==> src/rtl/satatrn_pkg.sv <==
// Shared SATA transport constants and the one-dword CRC-32 advance used by tx and rx paths.
package satatrn_pkg;

  localparam logic [31:0] SATA_CRC_POLY      = 32'h04C11DB7;
  localparam logic [31:0] SATA_CRC_INIT      = 32'h52325032;
  localparam int unsigned SATA_MAXFIS_DWORDS = 2049;
  localparam int unsigned SATA_LEN_W         = 12;

  typedef enum logic {
    StData = 1'b0,
    StCrc  = 1'b1
  } crc_state_e;

  // Non-reflected CRC, data bit 31 enters first.
  function automatic logic [31:0] sata_crc_step(input logic [31:0] crc, input logic [31:0] data);
    logic [31:0] c;
    c = crc;
    for (int i = 31; i >= 0; i--) begin
      if (c[31] ^ data[i]) begin
        c = {c[30:0], 1'b0} ^ SATA_CRC_POLY;
      end else begin
        c = {c[30:0], 1'b0};
      end
    end
    return c;
  endfunction

endpackage

==> src/rtl/satatrn_crcstep.sv <==
// Combinational advance of the SATA CRC-32 by one 32-bit dword.
module satatrn_crcstep
  import satatrn_pkg::*;
(
  input  logic [31:0] i_crc,
  input  logic [31:0] i_data,
  output logic [31:0] o_crc
);

  always_comb begin
    o_crc = sata_crc_step(i_crc, i_data);
  end

endmodule

==> src/rtl/satatrn_txcrc.sv <==
// Transmit CRC appender: forwards FIS dwords through one output register and appends the CRC
// dword as the new final dword, flagging frames longer than MAXLEN input dwords.
module satatrn_txcrc
  import satatrn_pkg::*;
#(
  parameter bit          OPT_LOWPOWER = 1'b0,
  parameter int unsigned MAXLEN       = SATA_MAXFIS_DWORDS
) (
  input  logic        i_phy_clk,
  input  logic        i_phy_reset_n,
  input  logic        i_valid,
  output logic        o_ready,
  input  logic [31:0] i_data,
  input  logic        i_last,
  output logic        o_valid,
  input  logic        i_ready,
  output logic [31:0] o_data,
  output logic        o_last,
  output logic        o_err_toolong
);

  localparam logic [SATA_LEN_W-1:0] MaxLen = SATA_LEN_W'(MAXLEN);

  crc_state_e            crc_pending;
  logic [31:0]           crc_q;
  logic [31:0]           crc_next;
  logic [SATA_LEN_W-1:0] len_q;
  logic                  advance;
  logic                  accept;

  satatrn_crcstep u_crcstep (
    .i_crc  (crc_q),
    .i_data (i_data),
    .o_crc  (crc_next)
  );

  assign advance = !o_valid || i_ready;
  assign o_ready = advance && (crc_pending == StData);
  assign accept  = i_valid && o_ready;

  always_ff @(posedge i_phy_clk) begin
    if (!i_phy_reset_n) begin
      o_valid       <= 1'b0;
      o_last        <= 1'b0;
      o_data        <= '0;
      o_err_toolong <= 1'b0;
      crc_pending   <= StData;
      crc_q         <= SATA_CRC_INIT;
      len_q         <= '0;
    end else begin
      // Fires once: the counter passes MAXLEN only once before it clears or saturates.
      o_err_toolong <= accept && (len_q == MaxLen);

      if (advance) begin
        if (crc_pending == StCrc) begin
          o_valid     <= 1'b1;
          o_data      <= crc_q;
          o_last      <= 1'b1;
          crc_pending <= StData;
          crc_q       <= SATA_CRC_INIT;
        end else if (i_valid) begin
          o_valid     <= 1'b1;
          o_data      <= i_data;
          o_last      <= 1'b0;
          crc_q       <= crc_next;
          crc_pending <= i_last ? StCrc : StData;
        end else begin
          o_valid <= 1'b0;
          o_last  <= 1'b0;
          if (OPT_LOWPOWER) begin
            o_data <= '0;
          end
        end
      end

      if (accept) begin
        if (i_last) begin
          len_q <= '0;
        end else if (len_q != '1) begin
          len_q <= len_q + SATA_LEN_W'(1);
        end
      end
    end
  end

endmodule

==> config.mk <==
export PLATFORM = sky130hd
export DESIGN_NAME = satatrn_txcrc
export DESIGN_NICKNAME = d
export VERILOG_FILES = /design/src/rtl/satatrn_pkg.sv /design/src/rtl/satatrn_crcstep.sv /design/src/rtl/satatrn_txcrc.sv
export SDC_FILE = /design/constraint.sdc
export NUM_CORES = 1
export LEC_CHECK = 0
export BUFFER_PORTS_ARGS = -buffer_cell sky130_fd_sc_hd__buf_2
export CORE_MARGIN = 8
export CORE_UTILIZATION = 60
export DETAILED_ROUTE_END_ITERATION = 8
export MAX_ROUTING_LAYER = met4
export PLACE_DENSITY = 0.82
export SLEW_MARGIN = 40
export SYNTH_ARGS = -nofsm -noshare
export SYNTH_HDL_FRONTEND = slang
export SYNTH_SLANG_ARGS = --single-unit
==> constraint.sdc <==
create_clock -name i_phy_clk -period 10.2 [get_ports i_phy_clk]
set_clock_uncertainty 0.1 [all_clocks]
set_input_delay 0.51 -clock i_phy_clk [delete_from_list [all_inputs] [get_ports i_phy_clk]]
set_output_delay 0.51 -clock i_phy_clk [all_outputs]
set_load 0.02 [all_outputs]
==> metrics.yaml, run 1 <==
route:
  num_vias: 4416
  firstDrtPassIters: 5
  wirelength_um: 16300
  drtIter0Drc: 357
  viasPerCell: 5.63
  postRouteAntennaNets: 0
  drcViolationCount: 0
  wl_per_cell_um: 20.7
layout:
  final_layout_size_suffix_gt1_frac: 0.185
  syn_to_final_growth_pct: 11.0
  fill_cells: 788
  antenna_cells: 0
  nNetsFinal: 682
synthesis:
  syn-instance-count: 579
  synthArstFlopShare: 0
  yosysUniqueCellTypes: 40
  ys_top_cells_by_area: "dfxtp_1, xnor2_1, xnor3_1, xor2_1, mux2i_1"
  synthMuxAreaShare: 0.0523
  synth_edf_count: 0
  syn-num-nets: 618
  synth_ff_type: "dfxtp_1"
  synth_fa_ha_area_frac: 0.00396
  synth_top_family_by_area: "XOR/XNOR gates"
  synth_xor_area_frac: 0.507
  avgSynthCellArea_um2: 10.9
  synth-simple-area-share: 0.0796
  synth_top_area_share: 0.253
  synth_seq_cells: 80
  yosys_warnings: 0
  synth_area_um2: 6320
  synth_top_cell_by_area: "dfxtp_1"
  synth_compound_area_frac: 0.0899
  synth_common_cells: "xnor2_1, dfxtp_1, nand2_1, xnor3_1, xor2_1"
  synth_most_common_cell: "xnor2_1"
  yosysSeqAreaShare: 0.253
placed_design:
  dp_hpwl_um: 12800
  gp_congestion: 0.975
  place_worst_setup_slack_ns: 5.47
  port_buffers: 72
floorplan:
  die_area_um2: 14100
  start_util: 0.615
  num_rows: 37
  die_h_um: 119
  coreArea_um2: 10300
  boundaryPins: 73
  dieWidth_um: 119
timing:
  hold_viol_final: 0
  relSlewSlack: 0.444
  finalSetupTns_ns: 0
  worst_pin_slew_ns: 0.828
  min_period_ns: 4.55
  max_clock_freq_mhz: 220
  setup_viol: 0
  rsz0062_at_grt: "no"
  period_share: 0.446
  drv_slew: 0
  worst_slack_ns: 5.65
clock_tree:
  cts_setup_buffers: 0
  cts_made_buffers: 9
  clock_path_buffers: 2
  cts_sinks: 80
  path_clk_slew_ns: 0.10
  worstSkewPairLatency_ns: 0.36
  htreeDepth: 3
  ctsResizeCount: 0
  cts_root_buf: "clkbuf_8"
  cts_tree: "done"
  hold_buffers: 0
flow_run:
  max_cap_violations: 0
global_route:
  grt_usage: 0.237
  grt_max_degree: 56
  grt_pass1_wl_um: 25300
  grt_overflow: 0
  antenna_found_initial: 0
  grt_pass1_vias: 4564
worst_hold_path:
  hold-path-endpoint: "o_valid$_SDFFE_PN0N_"
  hold_class: "in2reg"
  whs_path_depth: 2
  min-delay-start: "i_valid"
outcome:
  status: "finished, final reports clean"
critical_path:
  r2r_setup_slack_ns: 5.65
  crit_path_end_kind: "flop"
  worstSetupStartpointType: "flop"
  r2r-end: "crc_q[19]$_SDFFE_PN0P_"
  cp.arrival_ns: 4.71
  worstSetupPathType: "reg2reg"
  path_max_fanout: 5
  regToRegStartpoint: "crc_q[30]$_SDFFE_PN1P_"
  cp_data_required_time_ns: 10.36
  r2r.worst_path.cells: 9
[layer usage]
| layer | vias to the layer above | GRT usage | routed length (um) | share of wire |
|---|---|---|---|---|
| li1 | 2084 | - | - | - |
| met1 | 2155 | 0.294 | 7150 | 0.44 |
| met2 | 155 | 0.394 | 7880 | 0.48 |
| met3 | 22 | 0.0400 | 915 | 0.056 |
| met4 | 0 | 0.0625 | 314 | 0.019 |
| met5 | - | - | 0 | 0 |
[layout by cell type (no fill, tap or decap), drive strengths merged, types with 14 or more instances in the layout]
cell	netlist	routed
buf	5	76
dfxtp	80	80
mux2i	33	33
nand2	59	59
nor2	23	23
nor2b	14	14
o211a	32	32
o21ai	14	14
xnor2	155	155
xnor3	48	48
xor2	49	49
[cell type report]
class	count	area, um^2	area share
clock buffer	10	138	0.0196
clock inverter	6	73.8	0.0105
inverter	1	3.75	0.000535
multi-input combinational	475	4630	0.661
sequential	80	1600	0.228
tap	136	170	0.0243
timing repair buffer	76	393	0.0560
[cell families (layout without fill, tap and decap cells)]
family                     Yosys count  in the layout
buffers and inverters               24             93
adders and majority gates            2              2
AOI/OAI and AO/OA                   70             70
xor gates and xnor gates           258            258
and+or+nand+nor                    112            112
muxes                               33             33
DFF                                 80             80
[metrics by stage]
stage          hold slack [ns]  cell area, um^2  utilization  std cells
6_report                 0.291             7020        0.683        784
5_1_grt                  0.298             7020        0.683        784
4_1_cts                  0.284             7020        0.683        784
3_5_place_dp             0.372             6800        0.662        768
3_3_place_gp             0.364             6800        0.662        768
2_1_floorplan            0.350             6320            -        579
[sequential cells by signal (all words and copies together), names as in the netlist]
name / count
o_last: 1
o_valid: 1
len_q: 12
crc_pending: 1
crc_q: 32
o_err_toolong: 1
o_data: 32
[worst max-delay path by stage]
| stage | slack, ns | endpoint | from |
|---|---|---|---|
| floorplan | 6.29 | crc_q[13]$_SDFFE_PN0P_ | i_data[30] |
| global placement | 5.51 | crc_q[19]$_SDFFE_PN0P_ | i_data[30] |
| CTS | 5.65 | crc_q[19]$_SDFFE_PN0P_ | crc_q[30]$_SDFFE_PN1P_ |
| detailed placement | 5.47 | crc_q[19]$_SDFFE_PN0P_ | i_data[30] |
| finish | 5.65 | crc_q[19]$_SDFFE_PN0P_ | crc_q[30]$_SDFFE_PN1P_ |
| global route | 5.34 | crc_q[19]$_SDFFE_PN0P_ | crc_q[30]$_SDFFE_PN1P_ |
[worst max-delay path, stage by stage (launching register included)]
cell     delay (ns)
dfxtp_1        0.41
xor2_1         0.47
xnor3_1        0.61
xnor3_1        0.43
xnor2_1        0.66
xnor3_1        0.57
xor2_1         0.44
xnor3_1        0.52
a22oi_1        0.18
nor2b_1        0.07
Power of run 1 is not shown: default switching activity piles up to over one toggle a cycle in this logic, so the estimate is an artifact.
==> run 2: changes to the inputs <==
--- a/config.mk
+++ b/config.mk
@@ -5,12 +5,13 @@
 export SDC_FILE = /design/constraint.sdc
 export NUM_CORES = 1
 export LEC_CHECK = 0
+export ABC_AREA = 1
 export BUFFER_PORTS_ARGS = -buffer_cell sky130_fd_sc_hd__buf_2
 export CORE_MARGIN = 8
-export CORE_UTILIZATION = 60
+export CORE_UTILIZATION = 56
 export DETAILED_ROUTE_END_ITERATION = 8
 export MAX_ROUTING_LAYER = met4
-export PLACE_DENSITY = 0.82
+export PLACE_DENSITY = 0.79
 export SLEW_MARGIN = 40
 export SYNTH_ARGS = -nofsm -noshare
 export SYNTH_HDL_FRONTEND = slang
==> constraint.sdc (replaced) <==
create_clock -name i_phy_clk -period 3.9 [get_ports i_phy_clk]
set_clock_uncertainty 0.1 [all_clocks]
set_input_delay 0.195 -clock i_phy_clk [delete_from_list [all_inputs] [get_ports i_phy_clk]]
set_output_delay 0.195 -clock i_phy_clk [all_outputs]
set_load 0.02 [all_outputs]
==> run 2 against run 1 <==
Effect of this change:
- synthesized cell count rose to 2.5 times the previous value
- critical path type unchanged
- routed wire length increased by 80%
- highest routed layer unchanged
- non-clock buffer count is 2 higher
- critical endpoint is now crc_q[14]$_SDFFE_PN1P_
- die area increased by 38%
- final area is 33% higher
- core utilization fell by 6.2 points
- maximum frequency is 27% higher
- sequential cell count did not move
==> metrics.yaml, run 2 <==
clock_tree:
  clock_path_buffers: 2
  ctsResizeCount: 0
  cts_setup_buffers: 0
  worstSkewPairLatency_ns: 0.34
  cts_tree: "done"
  hold_buffers: 0
  path_clk_slew_ns: 0.06
  cts_root_buf: "clkbuf_16"
  htreeDepth: 3
  cts_made_buffers: 9
  cts_sinks: 80
layout:
  fill_cells: 1520
  final_cell_mix: "nand2_1, nand3_1, inv_1"
  reg_top3: "crc_q x32, o_data x32, len_q x12"
  final_util: 0.621
  nNetsFinal: 1563
  antenna_cells: 0
  final_layout_size_suffix_gt1_frac: 0.182
  final_area_um2: 9330
  syn_to_final_growth_pct: 9.68
  final_common_cell: "nand2_1"
timing:
  min_period_ns: 3.58
  worst_slack_ns: 0.322
  hold_viol_final: 0
  setup_viol: 0
  relSlewSlack: 0.536
  period_share: 0.918
  finalSetupTns_ns: 0
  rsz0062_at_grt: "no"
  drv_slew: 0
  max_clock_freq_mhz: 279
  worst_pin_slew_ns: 0.696
synthesis:
  synth_top_cell_by_area: "nand2_1"
  ys_top_cells_by_area: "nand2_1, dfxtp_1, nand3_1, xor2_1, nand2_2"
  synth_common_cells: "nand2_1, nand3_1, inv_1, nand2_2, dfxtp_1"
  synth_edf_count: 0
  yosysSeqAreaShare: 0.188
  synth_area_um2: 8510
  synth_top_area_share: 0.270
  syn-num-nets: 1502
  syn-instance-count: 1463
  yosysUniqueCellTypes: 39
  synth_seq_cells: 80
  synth_most_common_cell: "nand2_1"
  synthArstFlopShare: 0
  synth_ff_type: "dfxtp_1"
  avgSynthCellArea_um2: 5.82
  yosys_warnings: 0
route:
  postRouteAntennaNets: 0
  num_vias: 9553
  drcViolationCount: 0
  drtIter0Drc: 989
  viasPerCell: 5.56
  wirelength_um: 29200
  firstDrtPassIters: 7
  wl_per_cell_um: 17.0
placed_design:
  gp_congestion: 1.06
  place_worst_setup_slack_ns: 0.406
  dp_hpwl_um: 23700
  port_buffers: 72
  place_area_um2: 9050
critical_path:
  crit_path_end_kind: "flop"
  worstSetupStartpointType: "flop"
  path_common_cell: "nand2_1"
  cp_data_required_time_ns: 4.03
  critPathMaxStageDelay_ns: 0.46
  path_cells: "inv_1 > nand2_1 > nand2_1 > nand2_1 > nand2_1 > nand2_1 > nand2_2 > xor2_1 > xnor2_1 > inv_1 > nand2_1 > nand2_1 > nand2_1 > nand2_2 > nand2_1 > nand2_1 > nand2_1 > nand2_1 > nand3_1 > nand2_1 > o21ai_1 > nand2_1"
  cp_top_family: "simple AND/OR/NAND/NOR gates"
  cp.arrival_ns: 3.71
  worstSetupPathType: "reg2reg"
  critical-path-slowest-cell: "xnor2_1"
  r2r_setup_slack_ns: 0.32
  path_max_fanout: 9
  crit_buf_inv: 2
floorplan:
  num_rows: 45
  coreArea_um2: 15000
  boundaryPins: 73
  dieWidth_um: 139
  die_h_um: 139
  die_area_um2: 19400
  start_util: 0.566
global_route:
  grt_pass1_vias: 8292
  grt_max_degree: 59
  grt_usage: 0.306
  grt_overflow: 0
  antenna_found_initial: 0
  grt_pass1_wl_um: 45900
outcome:
  status: "finished, final reports clean"
flow_run:
  max_cap_violations: 0
worst_hold_path:
  hold_class: "in2reg"
run 2: changes by cell type after synthesis, sizes merged, moves of 40 or more:
| cell | previous run | this run |
|---|---|---|
| inv | 1 | 156 |
| a21oi | 2 | 42 |
| xnor2 | 155 | 28 |
| nand2 | 59 | 727 |
| nand3 | 3 | 178 |
| xnor3 | 48 | 0 |
run 2: final timing paths:
check                                          endpoint  cells after the start              startpoint
worst max-delay path             crc_q[14]$_SDFFE_PN1P_                     22  crc_q[26]$_SDFFE_PN0P_
worst min-delay path            o_data[16]$_SDFFE_PN0P_                      3              i_data[16]
worst max register to register   crc_q[14]$_SDFFE_PN1P_                     22  crc_q[26]$_SDFFE_PN0P_
worst min register to register    len_q[4]$_SDFFE_PN0P_                      1   len_q[3]$_SDFFE_PN0P_
run 2: stage by stage:
stage | hold WS [ns] | std cells
after global placement | 0.346 | 1701
after global routing | 0.0555 | 1717
final | 0.0429 | 1717
after floorplan | 0.255 | 1463
after CTS | 0.0376 | 1717
after detailed placement | 0.369 | 1701
run 2: cell families (layout without fill, tap and decap cells):
| family | count (synthesis) | count (layout) | share of synthesized area |
|---|---|---|---|
| simple gates | 958 | 958 | 0.529 |
| buf+inv | 185 | 251 | 0.0824 |
| compound gates | 130 | 130 | 0.0841 |
| xor+xnor | 108 | 108 | 0.113 |
| flops | 80 | 80 | 0.188 |
| fa+ha+maj | 2 | 2 | 0.00294 |
run 2: area by class of cell:
class                           count  area, um^2  share of cell area
Clock buffer                        9         225              0.0241
Clock inverter                      7        55.1             0.00590
Inverter                          157         592              0.0634
Multi-Input combinational cell   1198        6220               0.666
Sequential cell                    80        1600               0.172
Tap cell                          188         235              0.0252
Timing Repair Buffer               78         405              0.0434
run 2: per-layer routing:
metal,share of wire,wire length (um),GRT usage
met3,0.096,2800,0.0496
met4,0.035,1040,0.120
met5,0,0,-
met1,0.44,12700,0.403
met2,0.43,12700,0.460
run 2: worst min-delay path: stages:
cell     delay, ns
buf_2         0.11
nand2_1       0.06
a31oi_1       0.07
Power of run 2 is left out for the same reason.
==> run 3: changes to the inputs <==
==> constraint.sdc (replaced) <==
create_clock -name i_phy_clk -period 3.9 [get_ports i_phy_clk]
set_clock_uncertainty 0.1 [all_clocks]
set_input_delay 0.585 -clock i_phy_clk [delete_from_list [all_inputs] [get_ports i_phy_clk]]
set_output_delay 0.585 -clock i_phy_clk [all_outputs]
set_load 0.02 [all_outputs]
==> run 3 against run 2 <==
Effect of this change:
- core utilization rose by 0.42 points
- count of clock-buffer cells in the layout did not move
- cell count rose by 0.29%
- routed wire length rose by 0.59%
- die area did not move
- sequential cell count did not move
- critical path depth rose by 1
- worst hold slack improved by 0.33 ns
- first-iteration DRC count rose by 12%
- sequential share of layout area fell by 0.11 points
- maximum frequency fell by 1.7%
- via count rose by 0.76%
- critical path type unchanged
- critical endpoint is now crc_q[15]$_SDFFE_PN0P_
- largest cell class unchanged
==> metrics.yaml, run 3 (same netlist as run 2, synthesis figures left out) <==
critical_path:
  worstSetupStartpointType: "flop"
  cp_data_required_time_ns: 4.07
  path_max_fanout: 6
  regToRegStartpoint: "crc_q[25]$_SDFFE_PN1P_"
  crit_path_end_kind: "flop"
  worstSetupPathType: "reg2reg"
  cp.arrival_ns: 3.81
  r2r_setup_slack_ns: 0.26
  r2r.worst_path.cells: 23
  r2r-end: "crc_q[15]$_SDFFE_PN0P_"
route:
  num_vias: 9626
  wl_per_cell_um: 17.1
  firstDrtPassIters: 6
  wirelength_um: 29400
  drtIter0Drc: 1106
  drcViolationCount: 0
  postRouteAntennaNets: 0
  viasPerCell: 5.59
layout:
  syn_to_final_growth_pct: 10.4
  final_util: 0.625
  final_common_cell: "nand2_1"
  final_cell_mix: "nand2_1, nand3_1, inv_1"
  final_layout_size_suffix_gt1_frac: 0.185
  nNetsFinal: 1568
  antenna_cells: 0
  reg_top3: "crc_q x32, o_data x32, len_q x12"
clock_tree:
  cts_made_buffers: 9
  hold_buffers: 0
  ctsResizeCount: 0
  cts_root_buf: "clkbuf_16"
  worstSkewPairLatency_ns: 0.34
  cts_tree: "done"
  cts_setup_buffers: 0
  path_clk_slew_ns: 0.07
  cts_sinks: 80
  htreeDepth: 3
  clock_path_buffers: 2
timing:
  setup_viol: 0
  min_period_ns: 3.64
  rsz0062_at_grt: "no"
  relSlewSlack: 0.524
  timing.hold.ws_ns: 0.370
  drv_slew: 0
  finalSetupTns_ns: 0
  period_share: 0.934
  worst_pin_slew_ns: 0.714
  max_clock_freq_mhz: 275
  hold_viol_final: 0
  worst_slack_ns: 0.259
worst_hold_path:
  hold_class: "reg2reg"
  min-delay-start: "len_q[3]$_SDFFE_PN0P_"
  whs_path_depth: 1
  hold-path-endpoint: "len_q[4]$_SDFFE_PN0P_"
floorplan:
  start_util: 0.566
  die_area_um2: 19400
  num_rows: 45
  coreArea_um2: 15000
  boundaryPins: 73
  die_h_um: 139
  dieWidth_um: 139
global_route:
  grt_pass1_wl_um: 46300
  grt_overflow: 0
  grt_max_degree: 77
  antenna_found_initial: 0
  grt_usage: 0.307
  grt_pass1_vias: 8611
outcome:
  status: "finished, final reports clean"
flow_run:
  max_cap_violations: 0
placed_design:
  dp_hpwl_um: 23300
  port_buffers: 72
  gp_congestion: 1.06
  place_worst_setup_slack_ns: 0.125
run 3: changes by cell type in the layout (fill, tap and decap cells not counted), sizes merged:
cell      before  now
buf           78   83
bufinv         0    1
clkinv         5    4
clkinvlp       1    0
inv          158  159
run 3: metal layers:
metal / global-route usage / wire length [um]
met5: - / 0
met4: 0.150 / 1430
met3: 0.0739 / 3320
met2: 0.445 / 12200
met1: 0.392 / 12400
run 3: layout make-up:
type / count / area (um^2)
fillers: 1469 / 5640
multi-input cells: 1198 / 6220
clock buffers: 9 / 225
well taps: 188 / 235
flip-flops and latches: 80 / 1600
repair buffers: 83 / 443
clock inverters: 7 / 77.6
inverters: 157 / 592
run 3: metrics by stage:
step	cell area, um^2	instances
final	9390	1722
after global routing	9390	1722
after CTS	9390	1722
after detailed placement	9090	1706
after global placement	9090	1706
after floorplan	8510	1463
run 3: how the worst max path moves through the flow:
stage                                 from                      to  slack (ns)  depth (start not counted)
floorplan                       i_data[31]  crc_q[12]$_SDFFE_PN1P_        0.97                         26
global placement                i_data[31]   crc_q[5]$_SDFFE_PN1P_        0.17                         26
detailed placement              i_data[31]  crc_q[15]$_SDFFE_PN0P_        0.13                         25
CTS                 crc_q[27]$_SDFFE_PN0P_  crc_q[28]$_SDFFE_PN1P_        0.32                         25
global route        crc_q[25]$_SDFFE_PN1P_   crc_q[5]$_SDFFE_PN1P_       0.006                         26
finish              crc_q[25]$_SDFFE_PN1P_  crc_q[15]$_SDFFE_PN0P_        0.26                         23
run 3: critical path, stage by stage (launching register included):
cell	delay, ns
dfxtp_1	0.49
nand2_1	0.11
nand2_1	0.16
nand2_1	0.10
nand2_2	0.17
nand2_1	0.09
nand2_1	0.06
nand2_1	0.05
nand2_1	0.26
nand2_1	0.17
nand3_1	0.13
nand2_2	0.11
nand2_1	0.10
nand2_2	0.12
nand2_1	0.11
nand3_1	0.09
nand2_2	0.24
nand2_1	0.10
nand2_2	0.15
xor2_2	0.26
inv_2	0.06
nand2_1	0.06
nand3_1	0.11
a21oi_2	0.16
Power of run 3 is left out for the same reason.
